**config.mk**
```make
export PLATFORM = sky130hd
export DESIGN_NAME = keypad_field_capture
export DESIGN_NICKNAME = d
export VERILOG_FILES = /design/src/rtl/atm_pkg.sv /design/src/rtl/inactivity_timer.sv /design/src/rtl/keypad_field_capture.sv
export SDC_FILE = /design/constraint.sdc
export NUM_CORES = 1
export LEC_CHECK = 0
export CAP_MARGIN = 25
export CORE_ASPECT_RATIO = 0.75
export CORE_MARGIN = 10
export CORE_UTILIZATION = 40
export DETAILED_ROUTE_END_ITERATION = 10
export GPL_ROUTABILITY_DRIVEN = 1
export PLACE_DENSITY = 0.68
export SLEW_MARGIN = 20
export SYNTH_ARGS = -nofsm -noshare
export SYNTH_HDL_FRONTEND = slang
export SYNTH_SLANG_ARGS = --single-unit
```
**constraint.sdc**
```tcl
create_clock -name clk -period 5.25 [get_ports clk]
set_input_delay 1.05 -clock clk [delete_from_list [all_inputs] [get_ports clk]]
set_output_delay 1.05 -clock clk [all_outputs]
set_load 0.01 [all_outputs]
```
**src/rtl/atm_pkg.sv**
```systemverilog
// Shared ATM definitions: keyboard ASCII codes, field modes and system clock rate.
package atm_pkg;

    localparam int unsigned CLOCK_FREQ = 100_000_000;

    localparam logic [7:0] KEY_ENTER = 8'h0D;
    localparam logic [7:0] KEY_BS    = 8'h08;
    localparam logic [7:0] KEY_QUIT  = 8'h71;
    localparam logic [7:0] KEY_MASK  = 8'h2A;
    localparam logic [7:0] KEY_0     = 8'h30;
    localparam logic [7:0] KEY_9     = 8'h39;

    typedef enum logic {
        FIELD_NUMERIC = 1'b0,
        FIELD_SELECT  = 1'b1
    } field_mode_e;

    function automatic logic is_digit(logic [7:0] code);
        return (code >= KEY_0) && (code <= KEY_9);
    endfunction

endpackage

```
**src/rtl/inactivity_timer.sv**
```systemverilog
// Inactivity counter: counts while enabled, restarts on clear, pulses expire at TIMEOUT_CYCLES-1.
module inactivity_timer #(
    parameter int unsigned TIMEOUT_CYCLES = 300000000
) (
    input  logic clk,
    input  logic rst_n,
    input  logic clear,
    input  logic enable,
    output logic expire
);

    localparam int unsigned TW = (TIMEOUT_CYCLES > 1) ? $clog2(TIMEOUT_CYCLES) : 1;
    localparam logic [TW-1:0] LastCount = TW'(TIMEOUT_CYCLES - 1);

    logic [TW-1:0] cnt_q, cnt_d;

    // A clear in the expiry cycle suppresses the pulse.
    always_comb begin
        expire = enable && !clear && (cnt_q == LastCount);
        cnt_d  = cnt_q + 1'b1;
        if (!enable || clear || expire) begin
            cnt_d = '0;
        end
    end

    always_ff @(posedge clk or negedge rst_n) begin
        if (!rst_n) begin
            cnt_q <= '0;
        end else begin
            cnt_q <= cnt_d;
        end
    end

endmodule

```
**src/rtl/keypad_field_capture.sv**
```systemverilog
// Collects a BCD numeric field or single-key selection from the ASCII key stream.
// Define KEYPAD_TIMEOUT_EN to include the inactivity timeout.
module keypad_field_capture
    import atm_pkg::*;
#(
    parameter int unsigned DIGITS         = 4,
    parameter int unsigned MIN_DIGITS     = 4,
    parameter int unsigned TIMEOUT_CYCLES = 300000000
) (
    input  logic                         clk,
    input  logic                         rst_n,
    input  logic                         start,
    input  logic                         mode,
    input  logic                         mask,
    input  logic                         key_valid,
    input  logic [7:0]                   key_code,
    output logic [4*DIGITS-1:0]          value,
    output logic [$clog2(DIGITS+1)-1:0]  count,
    output logic                         busy,
    output logic                         done,
    output logic                         reject,
    output logic                         cancel,
    output logic                         timeout,
    output logic                         echo_valid,
    output logic [7:0]                   echo_code
);

    localparam int unsigned CW = $clog2(DIGITS + 1);
    localparam int unsigned VW = 4 * DIGITS;
    localparam logic [CW-1:0] MaxCount = CW'(DIGITS);
    localparam logic [CW-1:0] MinCount = CW'(MIN_DIGITS);

    typedef enum logic {
        StIdle,
        StCollect
    } state_e;

    state_e          state_q, state_d;
    field_mode_e     mode_q, mode_d;
    logic            mask_q, mask_d;
    logic [VW-1:0]   value_q, value_d;
    logic [CW-1:0]   count_q, count_d;
    logic            done_q, done_d, reject_q, reject_d, cancel_q, cancel_d;
    logic            timeout_q, timeout_d, echo_valid_q, echo_valid_d;
    logic [7:0]      echo_code_q, echo_code_d;
    logic            expire;
    logic            accept;

`ifdef KEYPAD_TIMEOUT_EN
    inactivity_timer #(
        .TIMEOUT_CYCLES(TIMEOUT_CYCLES)
    ) u_timer (
        .clk   (clk),
        .rst_n (rst_n),
        .clear (key_valid),
        .enable(state_q == StCollect),
        .expire(expire)
    );
`else
    assign expire = 1'b0;
`endif

    always_comb begin
        state_d      = state_q;
        mode_d       = mode_q;
        mask_d       = mask_q;
        value_d      = value_q;
        count_d      = count_q;
        done_d       = 1'b0;
        reject_d     = 1'b0;
        cancel_d     = 1'b0;
        timeout_d    = 1'b0;
        echo_valid_d = 1'b0;
        echo_code_d  = echo_code_q;
        accept       = (mode_q == FIELD_SELECT) ? (count_q == CW'(1)) : (count_q >= MinCount);

        unique case (state_q)
            StIdle: begin
                if (start) begin
                    state_d = StCollect;
                    mode_d  = field_mode_e'(mode);
                    mask_d  = mask;
                    value_d = '0;
                    count_d = '0;
                end
            end
            StCollect: begin
                if (key_valid) begin
                    if (is_digit(key_code)) begin
                        if (mode_q == FIELD_SELECT || count_q < MaxCount) begin
                            echo_valid_d = 1'b1;
                            echo_code_d  = mask_q ? KEY_MASK : key_code;
                            if (mode_q == FIELD_SELECT) begin
                                value_d = VW'(key_code[3:0]);
                                count_d = CW'(1);
                            end else begin
                                value_d = (value_q << 4) | VW'(key_code[3:0]);
                                count_d = count_q + 1'b1;
                            end
                        end
                    end else if (key_code == KEY_BS) begin
                        if (count_q != '0) begin
                            value_d = value_q >> 4;
                            count_d = count_q - 1'b1;
                        end
                    end else if (key_code == KEY_ENTER) begin
                        if (accept) begin
                            done_d  = 1'b1;
                            state_d = StIdle;
                        end else begin
                            reject_d = 1'b1;
                        end
                    end else if (key_code == KEY_QUIT) begin
                        cancel_d = 1'b1;
                        state_d  = StIdle;
                        value_d  = '0;
                        count_d  = '0;
                    end
                end else if (expire) begin
                    timeout_d = 1'b1;
                    state_d   = StIdle;
                    value_d   = '0;
                    count_d   = '0;
                end
            end
            default: state_d = StIdle;
        endcase
    end

    always_ff @(posedge clk or negedge rst_n) begin
        if (!rst_n) begin
            state_q      <= StIdle;
            mode_q       <= FIELD_NUMERIC;
            mask_q       <= 1'b0;
            value_q      <= '0;
            count_q      <= '0;
            done_q       <= 1'b0;
            reject_q     <= 1'b0;
            cancel_q     <= 1'b0;
            timeout_q    <= 1'b0;
            echo_valid_q <= 1'b0;
            echo_code_q  <= '0;
        end else begin
            state_q      <= state_d;
            mode_q       <= mode_d;
            mask_q       <= mask_d;
            value_q      <= value_d;
            count_q      <= count_d;
            done_q       <= done_d;
            reject_q     <= reject_d;
            cancel_q     <= cancel_d;
            timeout_q    <= timeout_d;
            echo_valid_q <= echo_valid_d;
            echo_code_q  <= echo_code_d;
        end
    end

    assign value      = value_q;
    assign count      = count_q;
    assign busy       = (state_q == StCollect);
    assign done       = done_q;
    assign reject     = reject_q;
    assign cancel     = cancel_q;
    assign timeout    = timeout_q;
    assign echo_valid = echo_valid_q;
    assign echo_code  = echo_code_q;

endmodule

```
### Word level (Yosys, flattened, before mapping)

Cells that the tools add are included.

* bits in registers: 34
* bits of input ports: 14
* output and inout bits: 33
* word-level logic and storage cells: 85

* add/subtract/negate cells: 2
* reductions and logical operators: 6
* bitwise gates (word level): 2
* order comparisons: 4
* muxes and demuxes: 51
* eq/ne operators: 10

Operator list (number)
* two-way mux 16 bit: 9
* one-hot mux 16 bit (2 select lines): 1
* two-way mux 1 bit: 29
* two-way mux 3 bit: 9
* equality test 8 x 4 -> 1 bit, second input constant: 2
* bitwise OR 16 x 4 -> 16 bit: 1
* equality test 8 x 7 -> 1 bit, second input constant: 1
* greater-or-equal comparator 8 x 6 -> 1 bit, second input constant: 1
* less-or-equal comparator 8 x 6 -> 1 bit, second input constant: 1
* two-way mux 8 bit: 1
* one-hot mux 3 bit (2 select lines): 1
* AND reduction 6 bit: 1
* inequality test 2 bit, second input constant: 2
* inequality test 4 x 1 -> 1 bit, second input constant: 1
* inequality test 4 x 3 -> 1 bit, second input constant: 1
* inequality test 4 bit, second input constant: 1
* AND reduction 4 bit: 1
* adder 3 x 1 -> 3 bit, second input constant: 1
* equality test 3 x 1 -> 1 bit, second input constant: 1
* greater-or-equal comparator 3 bit, second input constant: 1
* < comparator 3 bit, second input constant: 1
* inequality test 3 x 2 -> 1 bit, second input constant: 1
* nonzero test 3 bit: 1
* subtractor 3 x 1 -> 3 bit, second input constant: 1
* 5 further kinds: 5

### Logic depth before layout (Yosys ltp)

* depth in word-level cells: 8
* depth in mapped cells: 8
* gate-level depth less buffers: 7

### Worst setup path after synthesis

OpenSTA, ideal clock, no wires.

* path kind: input -> register
* start: input port key_code[7]
* end: register count_q[2] (netlist: count[2])
* path slack: 2851 ps
* required time: 5125 ps
* stages: 6
* arrival: 2274 ps
* cell sequence: and4bb_1 -> and2_2 -> nand4_4 -> nand2_4 -> buf_6 -> mux2_4

* cells in the longest elaborated chain, start to end: 5
* elaborated cells between the ends (all ways): 15
* classes of those cells: order compare: 2; eq/ne: 7; mux: 4; reduce/logical: 2

RTL lines
* from (decl): RTL line keypad_field_capture.sv:16 `input logic [7:0] key_code,`
* greater-or-equal comparator 8 x 6 -> 1 bit (tied with other cells): RTL line atm_pkg.sv:19 `return (code >= KEY_0) && (code <= KEY_9);`
* logical AND 1 bit or two-way mux 3 bit (tied branches): RTL line atm_pkg.sv:19, keypad_field_capture.sv:101
* two-way mux 3 bit: RTL line keypad_field_capture.sv:89 `if (is_digit(key_code)) begin`
* two-way mux 3 bit: RTL line keypad_field_capture.sv:88 `if (key_valid) begin`
* one-hot mux 3 bit (2 select lines): RTL line keypad_field_capture.sv:77 `unique case (state_q)`
* to (signal assigned): RTL line keypad_field_capture.sv:148 `count_q <= count_d;`
* to (decl): RTL line keypad_field_capture.sv:42 `logic [CW-1:0] count_q, count_d;`

Parallel ways exist; a longest one is shown, timed or not. The select of a mux whose other input is x is not followed.
A chain may end at the register's enable or synchronous reset.

### Final worst setup path

* start: input port key_code[1]
* end: register value_q[0] (netlist: value[0])

* cells in the longest elaborated chain, start to end: 5
* elaborated cells between the ends (all ways): 15
* classes of those cells: order compare: 2; eq/ne: 7; mux: 4; reduce/logical: 2

RTL lines
* greater-or-equal comparator 8 x 6 -> 1 bit (tied with other cells): RTL line atm_pkg.sv:19
* logical AND 1 bit or two-way mux 16 bit (tied branches): RTL line atm_pkg.sv:19, keypad_field_capture.sv:101
* two-way mux 16 bit: RTL line keypad_field_capture.sv:89
* two-way mux 16 bit: RTL line keypad_field_capture.sv:88
* one-hot mux 16 bit (2 select lines): RTL line keypad_field_capture.sv:77
* to (signal assigned): RTL line keypad_field_capture.sv:147 `value_q <= value_d;`
* to (decl): RTL line keypad_field_capture.sv:41 `logic [VW-1:0] value_q, value_d;`

Parallel ways exist; a longest one is shown, timed or not. The select of a mux whose other input is x is not followed.

==> results.py <==
metrics = {
    "cts": {
        "clk_pin_slew_ns": 0.07,
        "worstSkewPairLatency_ns": 0.29,
        "root_buffer": "clkbuf_8",
        "cts_made_buffers": 5,
        "cts_hold_buf": 0,
        "htree_levels": 2,
        "postCtsSetupBuffers": 0,
        "ctsLongestPathBuffers": 2,
        "ctsResizeCount": 0,
        "numClockSinks": 34,
        "cts_tree": "done",
    },
    "timing": {
        "tightest_slew_ns": 0.738,
        "maxSlewHeadroom": 0.508,
        "finClkSkew_ns": 0.00373,
        "min_period_ns": 3.02,
        "setup_viol": 0,
        "setup_slack_ns": 2.23,
        "timing.fmax_mhz": 332,
        "post-route-period-util": 0.575,
        "finalHoldViolations": 0,
        "drv_slew": 0,
        "tns_ns": 0,
        "hold_slack_ns": 0.470,
        "rsz0062_at_grt": "no",
    },
    "power": {
        "power_frac_comb": 0.142,
        "power_frac_clock": 0.387,
        "swShare": 0.243,
        "internal_power_uw": 463,
        "power.share.sequential": 0.471,
        "p_sw_uw": 148,
        "p_leak_uw": 0.00107,
        "p_per_area_nw_per_um2": 255,
        "vdd_drop_max_uv": 119,
    },
    "critical_path": {
        "slowest_stage": "clkdlybuf4s50_1",
        "r2r_setup_slack_ns": 3.00,
        "worstReg2RegStart": "busy",
        "rr_endpoint": "value[3]",
        "critical_path.top_delay_family": "simple AND/OR/NAND/NOR gates",
        "crit_required_ns": 5.43,
        "worstPathMaxFanout": 19,
        "arrival_ns": 3.19,
        "start_kind": "primary input",
        "worst-r2r-cell-count": 5,
        "end_kind": "register",
        "path_cells": "clkdlybuf4s50_1 > o21ai_0 > and2_2 > nand4_4 > nand2_4 > mux2_2",
        "crit_buf_inv": 1,
        "critical-path-max-stage-delay_ns": 0.52,
        "critical_path_class": "primary input to register",
    },
    "floorplan": {
        "core_um2": 4410,
        "die_h_um": 78.3,
        "io-pin-count": 47,
        "die_w_um": 97.7,
        "dieArea_um2": 7650,
        "initial_core_util": 0.410,
        "num_rows": 21,
    },
    "grt": {
        "antenna_found_initial": 0,
        "track_usage": 0.129,
        "grt_max_degree": 35,
        "grt_pass1_vias": 1541,
        "grt-ovfl-total": 0,
        "grt_pass1_wl_mm": 8.16,
    },
    "finish": {
        "syn_to_final_growth_pct": 32.3,
        "fillCellCount": 392,
        "nNetsFinal": 221,
        "multi_input_area_um2": 892,
        "post-route-util": 0.543,
        "drive_gt1_frac": 0.157,
        "diodes": 0,
        "register_area_um2": 851,
    },
    "placement": {
        "place_ws_ns": 1.93,
        "port_buffers": 45,
        "dpl.hpwl_mm": 3.42,
        "routabilityCongestion": 0.780,
    },
    "synthesis": {
        "synth_nets": 178,
        "ys_ff_latch": 34,
        "yosysWarnings": 0,
        "seq_area_frac_synth": 0.470,
        "synth_ff_type": "dfrtp_1",
        "netlist_instances": 160,
        "ys_types": 43,
        "async_flop_share": 1.00,
        "synth-edff-count": 0,
        "syn_area_per_cell_um2": 11.3,
        "netlist_area_um2": 1810,
    },
    "min_path": {
        "worstHoldStart": "echo_code[5]",
        "hold_class": "register to register",
        "hold_end": "echo_code[5]",
        "worstHoldPathCells": 1,
    },
    "detailed_routing": {
        "drt_wl_total_mm": 4.68,
        "drcViolationCount": 0,
        "firstDrtPassIters": 4,
        "via_count": 1403,
        "vias_per_cell": 5.38,
        "drt_iter0_drc": 60,
        "ant_nets": 0,
        "wl_per_cell_um": 17.9,
    },
    "flow_run": {
        "maxCapViolations": 0,
    },
    "run_status": {
        "outcome": "finished, final reports clean",
    },
}
[layout make-up]
cell class	count	area share
well taps	57	0.0298
inverters	4	0.00627
multi-input cells	112	0.372
flip-flops and latches	34	0.355
clock inverters	3	0.0167
clock buffers	5	0.0287
repair buffers	46	0.191
[flip-flops by register name, indices dropped and copies added, names as in the netlist]
register	cells
busy	1
cancel	1
count	3
done	1
echo_code	8
echo_valid	1
mask_q	1
mode_q	1
reject	1
value	16
[worst register-to-register path, delay by kind of cell (launching register included)]
kind	cells	cell delay (ns)
flip-flops	1	0.82
AND/OR/NAND/NOR	2	0.49
AO/OA/AOI/OAI	2	0.45
multiplexers	1	0.38
[logic make-up (layout without fill, tap and decap cells)]
family                     count (synthesis)  in the layout  synth area share
buffers and inverters                     14             58            0.0373
DFF                                       34             34             0.470
other                                      1              1           0.00207
and+or+nand+nor                           56             56             0.202
adders and majority gates                  4              4            0.0276
xor gates and xnor gates                   2              2           0.00968
muxes                                     17             17             0.113
AOI/OAI and AO/OA                         32             32             0.138
[synth_stat cells (all sizes together) (2+ instances only)]
master / n / area, um2
nor2b: 15 / 93.8
and4bb: 2 / 28.8
nand2: 9 / 41.3
and2: 4 / 26.3
mux2: 16 / 195
nand2b: 6 / 37.5
ha: 4 / 50.1
nor2: 7 / 26.3
xor2: 2 / 17.5
a41o: 4 / 40.0
o21ai: 8 / 40.0
inv: 4 / 15.0
dfrtp: 34 / 851
buf: 5 / 33.8
and3: 4 / 25.0
clkbuf: 5 / 18.8
a22oi: 12 / 90.1
nand4: 2 / 27.5
[stage by stage]
stage               area, um2  total power [uW]  instances
floorplan                1810               326        160
global placement         2290               376        253
detailed placement       2290               380        253
CTS                      2400               618        261
global route             2400               640        261
finish                   2400               611        261
[power groups by stage]
stage,clock network [uW],logic [uW],registers (uW)
5_1_grt,255,96.1,289
6_report,237,86.7,288
4_1_cts,242,88.4,287
2_1_floorplan,0,29.4,296
3_5_place_dp,0,87.8,292
3_3_place_gp,0,85.3,291
[routing by layer]
metal	vias to the layer above	share of wire	GRT usage	routed length, um
met4	0	0.0073	0.0333	34
met3	6	0.064	0.0560	298
met2	45	0.46	0.201	2160
met1	695	0.47	0.160	2190
met5	-	0	0	0
li1	657	-	-	-
[placed cells by master (no fill, tap or decap), drive strengths merged, types with 2 or more instances in the layout]
cell            n
nor2b          15
and3            4
xor2            2
ha              4
dfrtp          34
and4bb          2
nand2           9
clkdlybuf4s50  45
clkinv          2
clkbuf          5
nand2b          6
o21ai           8
a22oi          12
mux2           16
nor2            7
inv             4
nand4           2
and2            4
a41o            4
[worst max path at each step]
stage / from / to / slack (ns) / depth (start not counted)
final: key_code[1] / value[0] / 2.23 / 6
after detailed placement: key_code[1] / value[1] / 1.93 / 6
after global routing: key_code[1] / value[4] / 2.04 / 6
after CTS: key_code[1] / value[0] / 2.23 / 6
after global placement: key_code[1] / value[0] / 2.08 / 6
after floorplan: key_code[7] / count[2] / 2.85 / 6
No activity file was read; power rests on OpenSTA's default activity.
